**src/rtl/msk_sharing_unmask_tx_if.sv**
```systemverilog
// Handshake bundle for msk_sharing_unmask_tx: sharing input side and unmasked word stream.
// The master drives the sharing and sinks the words; the slave is the unmask block.
interface msk_sharing_unmask_tx_if #(
  parameter int d         = 2,
  parameter int Nbits     = 128,
  parameter int SIZE_FEED = 32
);
  logic [d*Nbits-1:0]   sharing_in;
  logic                 sharing_in_valid;
  logic                 sharing_in_ready;
  logic [SIZE_FEED-1:0] data_out;
  logic                 data_out_valid;
  logic                 data_out_ready;
  logic                 data_out_last;

  modport master (
    output sharing_in, sharing_in_valid, data_out_ready,
    input  sharing_in_ready, data_out, data_out_valid, data_out_last
  );

  modport slave (
    input  sharing_in, sharing_in_valid, data_out_ready,
    output sharing_in_ready, data_out, data_out_valid, data_out_last
  );
endinterface

```
**src/rtl/msk_sharing_unmask_tx.sv**
```systemverilog
// Captures a full d-share sharing and streams the recombined value word by word.
// Optional MSK_TX_ZEROIZE_EN: shares of each sent word, and the final data_out, are wiped.
//
// state | meaning
// IDLE  | ready to capture a new sharing
// SEND  | streaming words; data_out holds word cnt
module msk_sharing_unmask_tx #(
  parameter int d         = 2,
  parameter int Nbits     = 128,
  parameter int SIZE_FEED = 32
) (
  input logic                   clk,
  input logic                   n_rst,
  msk_sharing_unmask_tx_if.slave bus
);
  localparam int NWORDS = Nbits / SIZE_FEED;
  localparam int CW     = (NWORDS > 1) ? $clog2(NWORDS) : 1;
  localparam int WSH    = d * SIZE_FEED;
  localparam logic [CW-1:0] LAST = CW'(NWORDS - 1);

  typedef enum logic {IDLE, SEND} state_t;

  state_t               r_state;
  state_t               w_state_nxt;
  logic [CW-1:0]        r_cnt;
  logic [d*Nbits-1:0]   r_share;
  logic [SIZE_FEED-1:0] r_data;

  logic                 w_rdy;
  logic                 w_cap;
  logic                 w_hs;
  logic [CW-1:0]        w_idx;
  logic [WSH-1:0]       w_slice;
  logic [SIZE_FEED-1:0] w_word;

  always_ff @(posedge clk or negedge n_rst) begin
    if (!n_rst) r_state <= IDLE;
    else        r_state <= w_state_nxt;
  end

  always_comb begin
    w_state_nxt = r_state;
    w_rdy       = 1'b0;
    case (r_state)
      IDLE: begin
        w_rdy = 1'b1;
        if (bus.sharing_in_valid) w_state_nxt = SEND;
      end
      SEND: begin
        if (bus.data_out_ready && (r_cnt == LAST)) w_state_nxt = IDLE;
      end
      default: w_state_nxt = IDLE;
    endcase
  end

  assign w_cap = (r_state == IDLE) && bus.sharing_in_valid;
  assign w_hs  = (r_state == SEND) && bus.data_out_ready;

  // Only the shares of the word about to be loaded are ever recombined.
  assign w_idx   = (r_cnt == LAST) ? '0 : r_cnt + 1'b1;
  assign w_slice = (r_state == IDLE) ? bus.sharing_in[0 +: WSH]
                                     : r_share[int'(w_idx)*WSH +: WSH];

  always_comb begin
    w_word = '0;
    for (int b = 0; b < SIZE_FEED; b++) w_word[b] = ^w_slice[b*d +: d];
  end

  always_ff @(posedge clk or negedge n_rst) begin
    if (!n_rst) begin
      r_cnt   <= '0;
      r_share <= '0;
      r_data  <= '0;
    end else if (w_cap) begin
      r_share <= bus.sharing_in;
      r_data  <= w_word;
      r_cnt   <= '0;
    end else if (w_hs) begin
      if (r_cnt != LAST) begin
        r_cnt  <= r_cnt + 1'b1;
        r_data <= w_word;
      end
`ifdef MSK_TX_ZEROIZE_EN
      r_share[int'(r_cnt)*WSH +: WSH] <= '0;
      if (r_cnt == LAST) r_data <= '0;
`endif
    end
  end

  assign bus.sharing_in_ready = w_rdy;
  assign bus.data_out         = r_data;
  assign bus.data_out_valid   = (r_state == SEND);
  assign bus.data_out_last    = (r_state == SEND) && (r_cnt == LAST);
endmodule

```
**src/flat_wrapper.sv**
```systemverilog
// flat-port wrapper written by rule: the top's interface ports become plain ports
module msk_sharing_unmask_tx_flat 
#(
  parameter int d         = 2,
  parameter int Nbits     = 128,
  parameter int SIZE_FEED = 32
)
  (clk, n_rst, bus_sharing_in, bus_sharing_in_valid, bus_data_out_ready, bus_sharing_in_ready, bus_data_out, bus_data_out_valid, bus_data_out_last);
  msk_sharing_unmask_tx_if #(.d(d), .Nbits(Nbits), .SIZE_FEED(SIZE_FEED)) bus_i ();
  input logic clk;
  input logic n_rst;
  input wire logic [$bits(bus_i.sharing_in)-1:0] bus_sharing_in;
  input wire logic [$bits(bus_i.sharing_in_valid)-1:0] bus_sharing_in_valid;
  input wire logic [$bits(bus_i.data_out_ready)-1:0] bus_data_out_ready;
  output wire logic [$bits(bus_i.sharing_in_ready)-1:0] bus_sharing_in_ready;
  output wire logic [$bits(bus_i.data_out)-1:0] bus_data_out;
  output wire logic [$bits(bus_i.data_out_valid)-1:0] bus_data_out_valid;
  output wire logic [$bits(bus_i.data_out_last)-1:0] bus_data_out_last;
  assign bus_i.sharing_in = bus_sharing_in;
  assign bus_i.sharing_in_valid = bus_sharing_in_valid;
  assign bus_i.data_out_ready = bus_data_out_ready;
  assign bus_sharing_in_ready = bus_i.sharing_in_ready;
  assign bus_data_out = bus_i.data_out;
  assign bus_data_out_valid = bus_i.data_out_valid;
  assign bus_data_out_last = bus_i.data_out_last;
  msk_sharing_unmask_tx #(.d(d), .Nbits(Nbits), .SIZE_FEED(SIZE_FEED)) u_core (.clk(clk), .n_rst(n_rst), .bus(bus_i));
endmodule
```
**config.mk**
```make
export PLATFORM = sky130hd
export DESIGN_NAME = msk_sharing_unmask_tx_flat
export DESIGN_NICKNAME = d
export VERILOG_FILES = /design/src/rtl/msk_sharing_unmask_tx_if.sv /design/src/rtl/msk_sharing_unmask_tx.sv /design/src/flat_wrapper.sv
export SDC_FILE = /design/constraint.sdc
export NUM_CORES = 1
export LEC_CHECK = 0
export ABC_CLOCK_PERIOD_IN_PS = 3400
export CAP_MARGIN = 20
export CORE_UTILIZATION = 30
export CTS_BUF_LIST = sky130_fd_sc_hd__clkbuf_2
export CTS_CLUSTER_SIZE = 14
export DETAILED_ROUTE_END_ITERATION = 8
export PLACE_DENSITY = 0.53
export SETUP_SLACK_MARGIN = 0.05
export SLEW_MARGIN = 30
export SYNTH_ARGS = -nofsm -noshare
export SYNTH_HDL_FRONTEND = slang
export SYNTH_SLANG_ARGS = --single-unit
```
**constraint.sdc**
```tcl
create_clock -name clk -period 3.4 [get_ports clk]
set_clock_uncertainty 0.1 [all_clocks]
set_input_delay 0.68 -clock clk [delete_from_list [all_inputs] [get_ports clk]]
set_output_delay 0.68 -clock clk [all_outputs]
set_load 0.005 [all_outputs]
```
==> results of run 1 <==
[cell usage after synthesis (all sizes together)]
cell	instances	area, µm²
ha	1	12.5
mux2	256	2880
nor2b	1	6.26
clkbuf	10	47.5
inv	1	3.75
a21o	33	248
a21oi	1	5.00
buf	48	309
dfrtp	291	7280
o31ai	1	7.51
nand2	2	7.51
nor2	33	124
and2	1	6.26
xor2	32	280
mux4	64	1510
nand2b	1	6.26
o21ai	1	5.00
mux2i	1	10.0
xnor2	32	280
a211oi	32	240
[logic make-up (layout without fill, tap and decap cells)]
| family | after synthesis | in the layout | share of synthesized area (%) |
|---|---|---|---|
| and+or+nand+nor | 38 | 38 | 1.13 |
| other | 0 | 5 | 0 |
| DFF | 291 | 291 | 54.9 |
| xor gates and xnor gates | 64 | 64 | 4.22 |
| adders and majority gates | 1 | 1 | 0.0943 |
| buffers and inverters | 59 | 455 | 2.71 |
| AOI/OAI and AO/OA | 68 | 68 | 3.81 |
| muxes | 321 | 321 | 33.2 |
[repair_timing]
action	in CTS	in global routing
hold endpoints to repair	74	0
setup endpoints to repair	2	0
hold buffers	1	0
setup buffers	5	0
[metrics by stage]
| step | cell area (µm²) | instances | setup slack (ps) |
|---|---|---|---|
| floorplan | 13300 | 842 | 1430 |
| global placement | 16900 | 1683 | 766 |
| detailed placement | 16900 | 1683 | 751 |
| CTS | 17600 | 1823 | 203 |
| global route | 17700 | 1828 | 156 |
| finish | 17700 | 1828 | 373 |
[flip-flops by register name, summed over array words and instances, names as in the netlist]
register,count
u_core.r_cnt,2
u_core.bus.data_out_valid,1
u_core.bus.data_out,32
u_core.r_share,256
[critical path: cells and delay by family (launching register included)]
family	cells	cell delay (ps)
fa+ha+maj	1	160
buf+inv	1	490
flops	1	510
simple gates	1	160
[layout make-up]
cell class,count,share of cell area [%]
antenna,5,0.0709
clock buffer,124,3.51
clock inverter,10,0.213
inverter,1,0.0213
multi-input combinational,492,32.0
sequential,291,41.3
tap,585,4.15
timing repair buffer,320,18.7
[routing by layer]
layer  global-route usage (%)  vias up  wire length, µm
met5                        0        -               61
met4                     5.76       10              777
li1                         -     3864                -
met3                     5.94       77             2400
met2                     24.5      229            16100
met1                     20.3     4172            15300
[power groups by stage]
stage               Sequential [W]  Combinational [W]  Clock [W]
finish                     0.00610            0.00738    0.00241
global route               0.00634            0.00806    0.00275
CTS                        0.00612            0.00755    0.00257
detailed placement         0.00630            0.00733          0
global placement           0.00626            0.00725          0
floorplan                  0.00588            0.00567          0
[path summary, 6_finish.rpt]
check	endpoint	depth (start not counted)	start	slack (ps)
max reg2reg	u_core.bus.data_out[4]$_DFFE_PN0P_	6	u_core.r_cnt[0]$_DFFE_PN0P_	880
min reg2reg	u_core.r_share[106]$_DFFE_PN0N_	1	u_core.r_share[106]$_DFFE_PN0N_	380
min in group clk	u_core.r_share[82]$_DFFE_PN0N_	2	bus_sharing_in[82]	240
max	bus_data_out_last	3	u_core.r_cnt[0]$_DFFE_PN0P_	370
min	u_core.r_share[128]$_DFFE_PN0N_	2	n_rst	220
max in group asynchronous	u_core.r_share[96]$_DFFE_PN0N_	3	n_rst	2150
[layout by cell type, fill, tap and decap left out, types with 32 or more instances in the layout]
cell and instances:
sky130_fd_sc_hd__clkbuf_2 124, sky130_fd_sc_hd__xor2_1 32, sky130_fd_sc_hd__a211oi_1 32, sky130_fd_sc_hd__dfrtp_1 289
sky130_fd_sc_hd__a21o_1 32, sky130_fd_sc_hd__mux2_1 34, sky130_fd_sc_hd__clkdlybuf4s50_1 293, sky130_fd_sc_hd__mux2_2 222
sky130_fd_sc_hd__nor2_1 33, sky130_fd_sc_hd__mux4_2 46, sky130_fd_sc_hd__xnor2_1 32
==> run_results.csv, run 1 <==
group,metric,value,unit
outcome,run_status,"completed",
timing,fmax,0.330,GHz
final_layout,finalCoreUtilization,40.7,%
timing,slew-limit-headroom,47.0,%
global_routing,grt_pass1_wl,53800,µm
route,remaining_drc_errors,0,
timing,totalNegativeSetupSlack,0,ps
global_routing,grtUsageTotal,15.9,%
power,switching_share,32.1,%
setup_path,timing.critical_path.cells,"ha_4 -> and2_1 -> clkdlybuf4s50_1",
route,wl,34700,µm
clock_network,insertion_delay,930,ps
timing,layout_worst_path_cycle_share,89.0,%
job,max_cap_viol_count,0,
timing,fin_hold_ws,223,ps
synthesis,synth.distinct_cells,26,
timing,worstMarginPinSlew,795,ps
clock_network,cts_tree,"built",
hold_path,hp-class,"primary input to asynchronous set/reset pin",
setup_path,critPathRequiredTime,2620,ps
final_layout,layout-area-overhead-vs-synth,33.0,%
timing,slew_viol_final,0,
global_routing,first_global_vias,9179,
final_layout,drive_gt1_share,34.2,%
clock_network,clock_tree.htree_level_count,3,
floorplan,core-area,43400,µm²
synthesis,ys_seq_elements,291,
floorplan,die_height,212,µm
synthesis,mappedNetlistNets,1103,
route,wl_per_cell,19.0,µm
global_routing,pin_count_of_the_biggest_net_entering_global_routing,120,
floorplan,floorplan.die_area,45100,µm²
power,power.density_cell_area,900,nW/µm²
placement,portBuffers,294,
route,drt_iter0_drc,271,
placement,dp.final_hpwl,23300,µm
timing,rsz_0062_raised_after_global_routing,"no",
setup_path,timing.critical_path.fanout_max,2,
setup_path,critical_path.slowest_cell,"sky130_fd_sc_hd__dfrtp_4",
final_layout,multi_input_area,5660,µm²
clock_network,cts_num_sinks,291,
setup_path,max_stage_delay,510,ps
clock_network,clock_pin_slew_worst_setup_and_hold_paths,100,ps
power,total_power,0.0159,W
placement,globalplace.congestion,0.752,
global_routing,sum_of_overflow_across_all_layers_after_global_routing,0,
synthesis,synth.yosys.warnings,0,
floorplan,initial_core_util,30.6,%
power,total_leakage_power,7.43,nW
final_layout,final_nets,1449,
clock_network,tritoncts_buffers,82,
clock_network,postCtsResizedCells,0,
setup_path,setup.worst_path.end_class,"output pin",
power,seqPwrFrac,38.4,%
setup_path,cp_data_arrival_time,2250,ps
setup_path,path_class,"flop to output pin",
final_layout,layout.area.seq,7290,µm²
route,viasPerCell,4.57,
power,vdd_ir_drop_max,538,µV
power,power_frac_comb,46.4,%
clock_network,cts-root-buf,"sky130_fd_sc_hd__clkbuf_2",
clock_network,cts_max_path_buffers,3,
synthesis,synth_seq_area_share,54.9,%
floorplan,dieWidth,212,µm
synthesis,synthesis.area_per_instance,15.8,µm²
power,switchingPower,0.00510,W
setup_path,worstSetupStartpointType,"flop",
synthesis,count_of_mapped_cells_out_of_synthesis,842,
floorplan,top_level_ports,295,
route,drtAntennaViolNets,0,
timing,finalSetupViolations,0,
timing,final.min_clock_period,3030,ps
synthesis,mappedNetlistArea,13300,µm²
global_routing,grt_antenna_before_repair,7,
route,route.vias.total,8352,
timing,hold_violations,0,
route,first_pass_iters,4,
power,power_report.internal_total,0.0108,W
final_layout,layout.filler_cells,4144,
floorplan,core.rowCount,76,
power,clockPowerShare,15.2,%
No activity file was read; power rests on OpenSTA's default activity.
==> run 2: changes to the inputs <==
--- a/config.mk
+++ b/config.mk
@@ -5,7 +5,7 @@
 export SDC_FILE = /design/constraint.sdc
 export NUM_CORES = 1
 export LEC_CHECK = 0
-export ABC_CLOCK_PERIOD_IN_PS = 3400
+export ABC_CLOCK_PERIOD_IN_PS = 3500
 export CAP_MARGIN = 20
 export CORE_UTILIZATION = 30
 export CTS_BUF_LIST = sky130_fd_sc_hd__clkbuf_2
==> constraint.sdc (replaced) <==
create_clock -name clk -period 3.5 [get_ports clk]
set_clock_uncertainty 0.1 [all_clocks]
set_input_delay 0.7 -clock clk [delete_from_list [all_inputs] [get_ports clk]]
set_output_delay 0.7 -clock clk [all_outputs]
set_load 0.005 [all_outputs]
==> run 2 against run 1 <==
Against the previous run: count of clock-buffer cells in the layout fell by 2; die area did not move; largest power group unchanged; critical path depth fell by 1.
==> run_results.csv, run 2 (synthesized netlist as in run 1, its figures left out) <==
group,metric,value,unit
outcome,run_status,"completed",
power,switching_share,32.2,%
route,first_pass_iters,4,
power,vdd_ir_drop_max,388,µV
floorplan,floorplan.die_area,45100,µm²
final_layout,largest_register_ff_count,256,
placement,place_worst_setup_slack,783,ps
timing,totalNegativeSetupSlack,0,ps
timing,fmax,0.317,GHz
timing,final.min_clock_period,3150,ps
timing,slew_viol_final,0,
route,drtAntennaViolNets,0,
global_routing,pin_count_of_the_biggest_net_entering_global_routing,95,
route,remaining_drc_errors,0,
placement,portBuffers,294,
clock_network,cts_num_sinks,291,
global_routing,grtUsageTotal,15.7,%
clock_network,postCtsResizedCells,0,
power,total_leakage_power,7.41,nW
setup_path,critPathCapture,"bus_data_out_last",
setup_path,timing.critical_path.cells,"and2_1 -> clkdlybuf4s50_1",
timing,finalSetupViolations,0,
floorplan,initial_core_util,30.6,%
power,power_report.internal_total,0.0105,W
final_layout,fin_cells,1836,
clock_network,clock_tree.htree_level_count,3,
clock_network,cts_tree,"built",
timing,fin_ws,350,ps
final_layout,drive_gt1_share,33.6,%
setup_path,critical_path.top_delay_family,"flip-flops",
floorplan,core-area,43400,µm²
clock_network,tritoncts_buffers,83,
hold_path,hp-class,"primary input to asynchronous set/reset pin",
setup_path,timing.critical_path.fanout_max,14,
setup_path,worstSetupStartpoint,"u_core.bus.data_out_valid$_DFF_PN0_",
timing,hold_violations,0,
route,wl_per_cell,18.7,µm
route,route.vias.total,8368,
route,wl,34400,µm
clock_network,cts_max_path_buffers,3,
final_layout,layout_common_cells,"293 x sky130_fd_sc_hd__clkdlybuf4s50_1, 289 x sky130_fd_sc_hd__dfrtp_1, 222 x sky130_fd_sc_hd__mux2_2",
clock_network,cts-root-buf,"sky130_fd_sc_hd__clkbuf_2",
setup_path,critical_path.slowest_cell,"sky130_fd_sc_hd__dfrtp_4",
power,switchingPower,0.00495,W
floorplan,core.rowCount,76,
setup_path,max_stage_delay,590,ps
timing,layout_worst_path_cycle_share,90.0,%
global_routing,first_global_vias,9234,
job,max_cap_viol_count,0,
timing,worstMarginPinSlew,654,ps
setup_path,worstSetupStartpointType,"flop",
setup_path,reg2regPathDepth,6,
setup_path,critPathRequiredTime,2700,ps
placement,globalplace.congestion,0.743,
timing,rsz_0062_raised_after_global_routing,"no",
power,power.density_cell_area,873,nW/µm²
clock_network,clock_pin_slew_worst_setup_and_hold_paths,100,ps
final_layout,final_nets,1446,
route,drt_iter0_drc,273,
global_routing,grt_antenna_before_repair,6,
floorplan,dieWidth,212,µm
floorplan,top_level_ports,295,
global_routing,sum_of_overflow_across_all_layers_after_global_routing,0,
setup_path,critPathBufInv,1,
final_layout,layout-area-overhead-vs-synth,32.9,%
setup_path,timing.critical_path.depth,2,
setup_path,r2r_slack,1040,ps
setup_path,path_class,"flop to output pin",
route,viasPerCell,4.56,
setup_path,worstReg2RegEnd,"u_core.bus.data_out[2]$_DFFE_PN0P_",
final_layout,leading_cell_type_in_the_layout_fill_and_taps_excluded,"sky130_fd_sc_hd__clkdlybuf4s50_1",
setup_path,setup.worst_path.end_class,"output pin",
clock_network,insertion_delay,990,ps
placement,dp.final_hpwl,22900,µm
power,power_frac_comb,45.9,%
final_layout,layout.filler_cells,4172,
timing,slew-limit-headroom,56.4,%
placement,place.detailed.instances,1682,
floorplan,die_height,212,µm
global_routing,grt_pass1_wl,53200,µm
final_layout,largest_register,"u_core.r_share",
setup_path,crit-reg2reg-launch,"u_core.r_cnt[0]$_DFFE_PN0P_",
power,clockPowerShare,15.5,%
setup_path,cp_data_arrival_time,2350,ps
power,seqPwrFrac,38.5,%
-- run 2: worst reg2reg max path, cell delays in order, from the launching register on --
cell                       delay (ps)
sky130_fd_sc_hd__dfrtp_4          510
sky130_fd_sc_hd__ha_4             600
sky130_fd_sc_hd__buf_4            330
sky130_fd_sc_hd__mux4_2           340
sky130_fd_sc_hd__xnor2_1          140
sky130_fd_sc_hd__a211oi_1         270
sky130_fd_sc_hd__a21o_1           110
-- run 2: per-layer routing --
layer  global-route usage [%]  vias to the layer above  wire (µm)
met5                        0                        -         54
met4                     5.85                        8        756
met3                     7.02                       69       2870
met2                     24.1                      228      16000
met1                     19.4                     4203      14700
li1                         -                     3860          -
-- run 2: power by group through the flow --
stage               combinational (W)  clock (W)  sequential [W]
floorplan                     0.00551          0         0.00571
global placement              0.00709          0         0.00600
detailed placement            0.00720          0         0.00604
CTS                           0.00723    0.00257         0.00597
global route                  0.00775    0.00275         0.00617
finish                        0.00708    0.00239         0.00594
-- run 2: stage by stage --
stage	total power, W	hold WS, ps	utilization, %	instance area [µm²]
floorplan	0.0112	304	-	13300
global route	0.0167	29.7	40.7	17600
global placement	0.0131	360	39.0	16900
finish	0.0154	177	40.7	17600
CTS	0.0158	9.06	40.6	17600
detailed placement	0.0132	365	39.0	16900
-- run 2: worst min-delay path by stage --
stage	to
2_1_floorplan	u_core.bus.data_out[0]$_DFFE_PN0P_
3_3_place_gp	u_core.bus.data_out[5]$_DFFE_PN0P_
3_5_place_dp	u_core.bus.data_out[3]$_DFFE_PN0P_
4_1_cts	u_core.r_share[198]$_DFFE_PN0N_
5_1_grt	u_core.r_share[86]$_DFFE_PN0N_
6_report	u_core.r_share[192]$_DFFE_PN0N_
-- run 2: area by class of cell --
| cell class | instances | area, µm² | area share, % |
|---|---|---|---|
| clock buffers | 122 | 611 | 3.46 |
| repair buffers | 316 | 3250 | 18.4 |
| multi-input cells | 492 | 5660 | 32.1 |
| clock inverters | 23 | 87.6 | 0.496 |
| inverters | 1 | 3.75 | 0.0213 |
| flip-flops and latches | 291 | 7290 | 41.3 |
| diodes | 6 | 15.0 | 0.0851 |
| well taps | 585 | 732 | 4.15 |
-- run 2: repair_timing --
action,CTS,global route
buffers inserted,0,1
endpoints found under the setup margin,0,1
endpoints found under the hold margin,239,0
hold buffers,2,0
==> run 3: changes to the inputs <==
--- a/config.mk
+++ b/config.mk
@@ -7,12 +7,15 @@
 export LEC_CHECK = 0
 export ABC_CLOCK_PERIOD_IN_PS = 3500
 export CAP_MARGIN = 20
+export CELL_PAD_IN_SITES_DETAIL_PLACEMENT = 1
+export CELL_PAD_IN_SITES_GLOBAL_PLACEMENT = 1
+export CORE_MARGIN = 1
 export CORE_UTILIZATION = 30
 export CTS_BUF_LIST = sky130_fd_sc_hd__clkbuf_2
 export CTS_CLUSTER_SIZE = 14
 export DETAILED_ROUTE_END_ITERATION = 8
-export PLACE_DENSITY = 0.53
-export SETUP_SLACK_MARGIN = 0.05
+export PLACE_DENSITY = 0.62
+export SETUP_SLACK_MARGIN = 0.02
 export SLEW_MARGIN = 30
 export SYNTH_ARGS = -nofsm -noshare
 export SYNTH_HDL_FRONTEND = slang
==> run 3 against run 2 <==
Against the previous run: maximum frequency shrank 1.8%; first-iteration DRC count shrank 16%; worst hold slack gained 27 ps; sequential share of layout area shrank 0.073 points; utilization grew 0.072 points; sequential power is essentially flat; register-to-register slack lost 120 ps; cell area grew 0.18%; combinational power grew 1%.
==> run_results.csv, run 3 (synthesized netlist as in run 1, its figures left out) <==
group,metric,value,unit
setup_path,critPathRequiredTime,2700,ps
floorplan,core.rowCount,76,
final_layout,layout-area-overhead-vs-synth,33.2,%
timing,slew-limit-headroom,56.6,%
hold_path,hold_path_depth,2,
clock_network,cts-root-buf,"sky130_fd_sc_hd__clkbuf_2",
floorplan,dieWidth,212,µm
final_layout,leading_cell_type_in_the_layout_fill_and_taps_excluded,"sky130_fd_sc_hd__clkdlybuf4s50_1",
route,drtAntennaViolNets,0,
hold_path,hp-class,"primary input to flop",
placement,dp.final_hpwl,23400,µm
route,route.vias.total,8544,
timing,finalSetupViolations,0,
power,vdd_ir_drop_max,452,µV
clock_network,clock_pin_slew_worst_setup_and_hold_paths,110,ps
final_layout,finish.instance_area,17700,µm²
placement,place_worst_setup_slack,726,ps
clock_network,cts_num_sinks,291,
setup_path,reg2regPathDepth,6,
floorplan,floorplan.die_area,45100,µm²
timing,fmax,0.312,GHz
route,first_pass_iters,4,
setup_path,cp_data_arrival_time,2410,ps
final_layout,largest_register,"u_core.r_share",
global_routing,sum_of_overflow_across_all_layers_after_global_routing,0,
floorplan,initial_core_util,30.6,%
final_layout,fin_cells,1831,
global_routing,grtUsageTotal,16.2,%
outcome,run_status,"completed",
floorplan,core-area,43400,µm²
power,total_power,0.0155,W
setup_path,timing.critical_path.fanout_max,15,
global_routing,pin_count_of_the_biggest_net_entering_global_routing,86,
route,wl_per_cell,19.3,µm
global_routing,grt_antenna_before_repair,8,
timing,fin_ws,292,ps
timing,slew_viol_final,0,
timing,final.min_clock_period,3210,ps
timing,hold_violations,0,
clock_network,clock_tree.htree_level_count,3,
clock_network,cts_max_path_buffers,3,
clock_network,tritoncts_buffers,85,
route,remaining_drc_errors,0,
setup_path,setup.worst_path.end_class,"output pin",
power,power.density_cell_area,876,nW/µm²
floorplan,die_height,212,µm
placement,portBuffers,294,
clock_network,insertion_delay,990,ps
timing,totalNegativeSetupSlack,0,ps
clock_network,cts_tree,"built",
floorplan,top_level_ports,295,
placement,place.detailed.instances,1684,
final_layout,drive_gt1_share,34.0,%
global_routing,first_global_vias,9660,
timing,layout_worst_path_cycle_share,91.6,%
setup_path,worstSetupStartpointType,"flop",
placement,area_after_detailed_placement,17000,µm²
placement,globalplace.congestion,0.710,
final_layout,layout_common_cells,"293 x sky130_fd_sc_hd__clkdlybuf4s50_1, 289 x sky130_fd_sc_hd__dfrtp_1, 222 x sky130_fd_sc_hd__mux2_2",
job,max_cap_viol_count,0,
timing,rsz_0062_raised_after_global_routing,"no",
route,viasPerCell,4.67,
power,total_leakage_power,7.42,nW
final_layout,final_nets,1449,
setup_path,path_class,"flop to output pin",
route,wl,35400,µm
final_layout,largest_register_ff_count,256,
route,drt_iter0_drc,228,
timing,worstMarginPinSlew,652,ps
global_routing,grt_pass1_wl,54900,µm
## run 3: metal layers
metal	GRT usage (%)	vias to the layer above	share of wire (%)
met4	6.03	6	2.2
met2	26.0	229	48
li1	-	3853	-
met1	19.4	4381	42
met3	6.77	75	7.7
met5	0	-	0.099
## run 3: power breakdown
group          internal, W  switching [W]  total (W)
logic              0.00444        0.00272    0.00715
clock network     0.000909        0.00147    0.00238
registers          0.00510       0.000855    0.00595
## run 3: path summary, 6_finish.rpt
kind                       slack, ps                                  end                           startpoint
setup / recovery                 290                 bus_sharing_in_ready  u_core.bus.data_out_valid$_DFF_PN0_
hold / removal                   200      u_core.r_share[110]$_DFFE_PN0N_                  bus_sharing_in[110]
setup reg to reg                 920  u_core.bus.data_out[16]$_DFFE_PN0P_          u_core.r_cnt[0]$_DFFE_PN0P_
hold reg to reg                  380  u_core.bus.data_out[21]$_DFFE_PN0P_  u_core.bus.data_out[21]$_DFFE_PN0P_
max in group asynchronous       2270      u_core.r_share[247]$_DFFE_PN0N_                                n_rst
min in group asynchronous        220      u_core.r_share[193]$_DFFE_PN0N_                                n_rst
## run 3: what timing repair did
action / 4_1_cts / 5_1_grt
hold endpoints to repair: 167 / 0
setup buffers: 1 / 0
hold buffers: 1 / 0
endpoints found under the setup margin: 2 / 0
gates resized for setup: 1 / 0
## run 3: layout make-up
cell class / instances / area (µm²)
Sequential cell: 291 / 7290
Timing Repair Buffer: 317 / 3310
Clock inverter: 17 / 68.8
Clock buffer: 121 / 606
Multi-Input combinational cell: 492 / 5650
Inverter: 1 / 3.75
Antenna cell: 7 / 17.5
Tap cell: 585 / 732
Fill cell: 4534 / 25700
## run 3: metrics by stage
step | hold slack [ps] | utilization [%]
detailed placement | 365 | 39.1
CTS | 2.60 | 40.7
floorplan | 304 | -
global placement | 358 | 39.1
finish | 204 | 40.8
global route | 20.5 | 40.8
## run 3: critical path, cell delays in order (launching register included)
cell,delay [ps]
sky130_fd_sc_hd__dfrtp_4,630
sky130_fd_sc_hd__inv_1,170
sky130_fd_sc_hd__clkdlybuf4s50_1,600
